## config.mk

```make
export PLATFORM = sky130hd
export DESIGN_NAME = rope_relax_engine
export DESIGN_NICKNAME = d
export VERILOG_FILES = /design/src/rtl/rope_pkg.sv /design/src/rtl/rope_relax_unit.sv /design/src/rtl/rope_relax_engine.sv
export SDC_FILE = /design/constraint.sdc
export NUM_CORES = 2
export LEC_CHECK = 0
export ABC_AREA = 1
export BUFFER_PORTS_ARGS = -buffer_cell sky130_fd_sc_hd__clkbuf_2
export CAP_MARGIN = 5
export CORE_UTILIZATION = 40
export DETAILED_ROUTE_END_ITERATION = 10
export PLACE_DENSITY = 0.62
export SLEW_MARGIN = 20
export SYNTH_ARGS = -nofsm -noshare
export SYNTH_HDL_FRONTEND = slang
export SYNTH_HIERARCHICAL = 1
export SYNTH_SLANG_ARGS = --single-unit
```

## constraint.sdc

```tcl
create_clock -name clk -period 5.9 [get_ports clk]
set_input_delay 1.18 -clock clk [delete_from_list [all_inputs] [get_ports clk]]
set_output_delay 1.18 -clock clk [all_outputs]
set_load 0.01 [all_outputs]
```

## src/rtl/rope_pkg.sv

```systemverilog
// Shared types and helpers for the rope relaxation engine.
package rope_pkg;

    typedef enum logic [1:0] {
        IDLE  = 2'd0,
        RELAX = 2'd1,
        DONE  = 2'd2
    } state_e;

    localparam int DEFAULT_W = 32;

    // Counter width for a range of n values; never narrower than one bit.
    function automatic int idx_w(input int n);
        return (n > 1) ? $clog2(n) : 1;
    endfunction

endpackage

```

## src/rtl/rope_relax_unit.sv

```systemverilog
// One axis of the node update: floor midpoint of the neighbours, with the
// head-pin and tail-grab overrides applied on top.
module rope_relax_unit
    import rope_pkg::*;
#(
    parameter int W = DEFAULT_W
) (
    input  logic signed [W-1:0] l_i,
    input  logic signed [W-1:0] r_i,
    input  logic signed [W-1:0] self_i,
    input  logic signed [W-1:0] mouse_i,
    input  logic                pin_i,
    input  logic                grab_i,
    output logic signed [W-1:0] new_o
);

    logic signed [W:0]   sum;
    logic signed [W-1:0] avg;

    // One guard bit keeps the sum exact; the arithmetic shift rounds toward -inf.
    assign sum = {l_i[W-1], l_i} + {r_i[W-1], r_i};
    assign avg = W'(sum >>> 1);

    always_comb begin
        new_o = avg;
        if (pin_i) begin
            new_o = self_i;
        end else if (grab_i) begin
            new_o = mouse_i;
        end
    end

endmodule

```

## src/rtl/rope_relax_engine.sv

```systemverilog
// Rope segment relaxation engine: sequential Gauss-Seidel passes over NODES
// positions through one shared update datapath, framed by start/done.
//
// state | meaning
// IDLE  | accepts init writes and start; latches boundary/mouse/mode on start
// RELAX | updates node idx each cycle, ITERS passes of NODES nodes
// DONE  | one-cycle done pulse, final positions valid
module rope_relax_engine
    import rope_pkg::*;
#(
    parameter int NODES = 5,
    parameter int W     = DEFAULT_W,
    parameter int ITERS = 4
) (
    input  logic                       clk,
    input  logic                       reset,
    input  logic                       start,
    output logic                       busy,
    output logic                       done,
    input  logic signed [W-1:0]        prev_x,
    input  logic signed [W-1:0]        prev_y,
    input  logic signed [W-1:0]        next_x,
    input  logic signed [W-1:0]        next_y,
    input  logic signed [W-1:0]        mouse_x,
    input  logic signed [W-1:0]        mouse_y,
    input  logic                       head_pinned,
    input  logic                       tail_grab,
    input  logic                       init_valid,
    input  logic [$clog2(NODES)-1:0]   init_idx,
    input  logic signed [W-1:0]        init_x,
    input  logic signed [W-1:0]        init_y,
    output logic [NODES*W-1:0]         nodes_x,
    output logic [NODES*W-1:0]         nodes_y
);

    localparam int IW = idx_w(NODES);
    localparam int TW = idx_w(ITERS);
    localparam logic [IW-1:0] LAST_IDX  = IW'(NODES - 1);
    localparam logic [TW-1:0] LAST_ITER = TW'(ITERS - 1);

    state_e              state_q, state_d;
    logic [IW-1:0]       idx_q, idx_d;
    logic [TW-1:0]       iter_q, iter_d;
    logic                accept;

    logic signed [W-1:0] prev_x_q, prev_y_q, next_x_q, next_y_q;
    logic signed [W-1:0] mouse_x_q, mouse_y_q;
    logic                pin_q, grab_q;

    logic signed [W-1:0] nodes_x_q [NODES];
    logic signed [W-1:0] nodes_y_q [NODES];

    logic signed [W-1:0] l_x, l_y, r_x, r_y, self_x, self_y, new_x, new_y;
    logic                pin_now, grab_now;

    logic                wr_en;
    logic [IW-1:0]       wr_idx;
    logic signed [W-1:0] wr_x, wr_y;

    // Left neighbour has already been rewritten this pass; right one has not.
    always_comb begin
        l_x    = prev_x_q;
        l_y    = prev_y_q;
        r_x    = next_x_q;
        r_y    = next_y_q;
        self_x = nodes_x_q[0];
        self_y = nodes_y_q[0];
        for (int i = 0; i < NODES; i++) begin
            if (idx_q == IW'(i)) begin
                self_x = nodes_x_q[i];
                self_y = nodes_y_q[i];
            end
        end
        for (int i = 1; i < NODES; i++) begin
            if (idx_q == IW'(i)) begin
                l_x = nodes_x_q[i-1];
                l_y = nodes_y_q[i-1];
            end
        end
        for (int i = 0; i < NODES - 1; i++) begin
            if (idx_q == IW'(i)) begin
                r_x = nodes_x_q[i+1];
                r_y = nodes_y_q[i+1];
            end
        end
    end

    assign pin_now  = pin_q  && (idx_q == '0);
    assign grab_now = grab_q && (idx_q == LAST_IDX);

    rope_relax_unit #(.W(W)) u_relax_x (
        .l_i     (l_x),
        .r_i     (r_x),
        .self_i  (self_x),
        .mouse_i (mouse_x_q),
        .pin_i   (pin_now),
        .grab_i  (grab_now),
        .new_o   (new_x)
    );

    rope_relax_unit #(.W(W)) u_relax_y (
        .l_i     (l_y),
        .r_i     (r_y),
        .self_i  (self_y),
        .mouse_i (mouse_y_q),
        .pin_i   (pin_now),
        .grab_i  (grab_now),
        .new_o   (new_y)
    );

    always_comb begin
        state_d = state_q;
        idx_d   = idx_q;
        iter_d  = iter_q;
        accept  = 1'b0;
        wr_en   = 1'b0;
        wr_idx  = idx_q;
        wr_x    = new_x;
        wr_y    = new_y;
        case (state_q)
            IDLE: begin
                if (init_valid && (init_idx <= LAST_IDX)) begin
                    wr_en  = 1'b1;
                    wr_idx = init_idx;
                    wr_x   = init_x;
                    wr_y   = init_y;
                end
                if (start) begin
                    accept  = 1'b1;
                    idx_d   = '0;
                    iter_d  = '0;
                    state_d = RELAX;
                end
            end
            RELAX: begin
                wr_en = 1'b1;
                if (idx_q == LAST_IDX) begin
                    idx_d  = '0;
                    iter_d = iter_q + 1'b1;
                    if (iter_q == LAST_ITER) begin
                        state_d = DONE;
                    end
                end else begin
                    idx_d = idx_q + 1'b1;
                end
            end
            DONE: begin
                state_d = IDLE;
            end
            default: begin
                state_d = IDLE;
            end
        endcase
    end

    always_ff @(posedge clk) begin
        if (!reset) begin
            state_q   <= IDLE;
            idx_q     <= '0;
            iter_q    <= '0;
            prev_x_q  <= '0;
            prev_y_q  <= '0;
            next_x_q  <= '0;
            next_y_q  <= '0;
            mouse_x_q <= '0;
            mouse_y_q <= '0;
            pin_q     <= 1'b0;
            grab_q    <= 1'b0;
            for (int i = 0; i < NODES; i++) begin
                nodes_x_q[i] <= '0;
                nodes_y_q[i] <= '0;
            end
        end else begin
            state_q <= state_d;
            idx_q   <= idx_d;
            iter_q  <= iter_d;
            if (accept) begin
                prev_x_q  <= prev_x;
                prev_y_q  <= prev_y;
                next_x_q  <= next_x;
                next_y_q  <= next_y;
                mouse_x_q <= mouse_x;
                mouse_y_q <= mouse_y;
                pin_q     <= head_pinned;
                grab_q    <= tail_grab;
            end
            if (wr_en) begin
                nodes_x_q[wr_idx] <= wr_x;
                nodes_y_q[wr_idx] <= wr_y;
            end
        end
    end

    assign busy = (state_q != IDLE);
    assign done = (state_q == DONE);

    for (genvar g = 0; g < NODES; g++) begin : g_out
        assign nodes_x[g*W +: W] = nodes_x_q[g];
        assign nodes_y[g*W +: W] = nodes_y_q[g];
    end

endmodule

```

==> flow_metrics.tcl <==
set metrics [dict create \
    leakagePower_nw 19.0 \
    place_congestion 0.972 \
    syn_area_um2 34900 \
    clock_path_buffers 3 \
    fp.dieH_um 297 \
    synthXorXnorAreaFrac_pct 0.703 \
    setup.worst_path.class "reg -> reg" \
    worst_ir_drop_vdd_v 0.000199 \
    power_density_nw_per_um2 308 \
    synth_top_area_share_pct 27.6 \
    synth.distinct_cells 40 \
    floorplan.initialDensity_pct 40.6 \
    timing.critical_path.required_ns 6.25 \
    synth_top_cells_by_area "edfxtp_1 28%, nand2_1 13%, dfxtp_1 12%" \
    report.final.slew_viol_count 0 \
    post_synth_and_or_nand_nor_area_fraction_pct 32.4 \
    worst-slew-pin-transition_ns 1.18 \
    drt-initial-drc-count 3656 \
    fillerInstances 8840 \
    synth.ff_latch_count 521 \
    detailroute.via_count 35500 \
    main_combinational_cell_family_by_area_after_synthesis "simple AND/OR/NAND/NOR gates" \
    final-instance-count-excl-fill 6569 \
    worstHoldPathType "reg -> reg" \
    most_common_library_cell_in_the_layout_ignoring_fill_and_taps "nand2_1" \
    timing.setup.tns_ns 0 \
    cts-root-buf "clkbuf_16" \
    outcome "complete, no violations" \
    drt-total-wl_mm 144 \
    area.growth.synth_to_final_pct 16.3 \
    cts.clk_slew.worst_paths_ns 0.06 \
    syn-instance-count 4981 \
    route.top_layer_used "met5" \
    grt_first_pass_wirelength_mm 212 \
    area.sequential_um2 13600 \
    floorplan.die_area_um2 88400 \
    finalCritPeriodShare_pct 85.2 \
    worst_slew_margin_rel_pct 21.5 \
    number_of_setup_violations_in_the_final_report 0 \
    antenna_violating_nets_post_route 0 \
    timing.clock.skew_ns 0.0157 \
    cts_hold_repair.buffers 0 \
    routed-wl-met3_mm 12.1 \
    final_period_minus_worst_setup_slack_ns 5.03 \
    crit_path_start_kind "register" \
    htreeDepth 2 \
    final_design_area_no_fill_um2 40600 \
    final_cell_mix "1200 x nand2_1, 585 x clkbuf_2, 579 x nor2_1" \
    floorplan.core_area_um2 85800 \
    adder_cell_fraction_of_synth_area_pct 2.55 \
    synthMuxAreaShare_pct 0 \
    finalHoldViolCount 0 \
    cp_max_fo 135 \
    port_buffers 586 \
    placed_cells_incl_taps 6452 \
    antenna_found_initial 5 \
    max-cap-violations 0 \
    first_global_vias 33300 \
    crit_path_end_kind "register" \
    drt_pass1_iterations 6 \
    grt_max_degree 176 \
    clkLatencyLatePin_ns 0.64 \
    synth_area_per_cell_um2 7.00 \
    multi_input_area_um2 18100 \
    power_mw 12.5 \
    cp_data_arrival_time_ns 5.38 \
    synth_compound_area_share_pct 15.8 \
    detailroute.wirelength.met2_mm 67.1 \
    drcViolationCount 0 \
    tritoncts "built" \
    grt_setup_unrepaired "false" \
    post_route_cells_drive_above_1_share_pct 22.5 \
    total_global_routing_track_utilization_pct 31.4 \
    maxClockFrequency_ghz 0.199 \
    met1Wirelength_mm 58.7 \
    vias_per_cell 5.40 \
    ios 587 \
    cts_post_setup_buffers_inserted 0 \
    synth.yosys.warnings 6 \
    fin_hold_ws_ns 0.456 \
    fp-row-count 107 \
    yosys.area.top_type "edfxtp_1" \
    clock_sink_count 521 \
    wire_per_inst_um 21.9 \
    global_route.overflow_total 0 \
    post_dp_cell_area_um2 38500 \
    place.detailed.hpwl_mm 99.6 \
    nets 5706 \
    cts_resized 0 \
    mapped_nets 5316 \
    dieWidth_um 297 \
    cts-buffers-inserted 61 \
    synth_sequential_area_ratio_pct 39.1 \
]
-- kinds of logic (layout without fill, tap and decap cells) --
family                   count (synthesis)  count (layout)
AND/OR/NAND/NOR                       2565            2565
AO/OA/AOI/OAI                         1013            1013
buffers and inverters                  784            1226
flip-flops                             521             521
adder cells (fa/ha/maj)                 70              70
XOR/XNOR                                28              28
other                                    0               2
-- routing by layer --
layer / vias to the layer above / GRT usage [%]
met5: - / 0
met1: 16600 / 41.0
li1: 16800 / -
met2: 1693 / 51.8
met4: 4 / 12.2
met3: 293 / 4.91
-- area by class of cell --
cell class                 instances  share of cell area, %
antenna                            2                 0.0123
timing repair buffer             640                   8.77
clock inverter                    34                  0.787
inverter                         471                   4.42
multi-input combinational       3676                   44.5
clock buffer                      81                   4.36
tap                             1144                   3.53
sequential                       521                   33.6
-- cell usage after synthesis (all sizes together) --
library cell	instances
nand3b	4
and3	2
fa	2
dfxtp	201
nor4	1
edfxtp	320
o21bai	2
and2	2
buf	139
nand2	1249
nand4	6
o21ai	631
nor3	6
or2	196
xor2	22
nor2	833
o211ai	64
clkbuf	174
xnor2	6
inv	469
a21oi	316
ha	68
nand3	266
clkinv	2
-- final timing paths --
kind	endpoint	cells after the start	slack (ns)	from
setup / recovery	nodes_y_q[4][21]	20	0.87	idx_q[2]
hold / removal	prev_y_q[9]	2	0.46	prev_y_q[9]
setup reg to reg	nodes_y_q[4][21]	20	0.87	idx_q[2]
hold reg to reg	prev_y_q[9]	2	0.46	prev_y_q[9]
-- state kept, by name (all words and copies together), names as in the netlist --
name	count
nodes_x_q	160
nodes_y_q	160
mouse_x_q	32
mouse_y_q	32
next_x_q	32
next_y_q	32
prev_x_q	32
prev_y_q	32
idx_q	3
iter_q	2
state_q	2
grab_q	1
pin_q	1
-- report_power, final --
part	total [mW]	internal [mW]	switching, mW
Sequential	4.45	4.18	0.266
Clock	3.96	2.29	1.67
Combinational	4.08	1.29	2.79
-- critical path: stages, from the launching register on --
cell and delay [ns]:
dfxtp_1 0.48, clkinv_2 0.32, buf_4 0.38, ha_4 0.26, inv_8 0.56, buf_4 0.41, o21ai_0 0.11, o21ai_0 0.26
ha_1 0.26, nand2_2 0.11, nor2_2 0.24, and3_1 0.19, nand2_1 0.07, nand2_2 0.15, nand2_1 0.11, nand3_1 0.08
nand3_1 0.08, nand2_1 0.13, nand2_1 0.08, o21ai_2 0.32, nor2_2 0.07
-- stage by stage --
step / setup WS (ns) / util [%]
2_1_floorplan: 1.85 / -
3_3_place_gp: 0.998 / 44.8
3_5_place_dp: 0.950 / 44.8
4_1_cts: 0.939 / 47.3
5_1_grt: 0.582 / 47.3
6_report: 0.873 / 47.3
No activity file was read; power rests on OpenSTA's default activity.
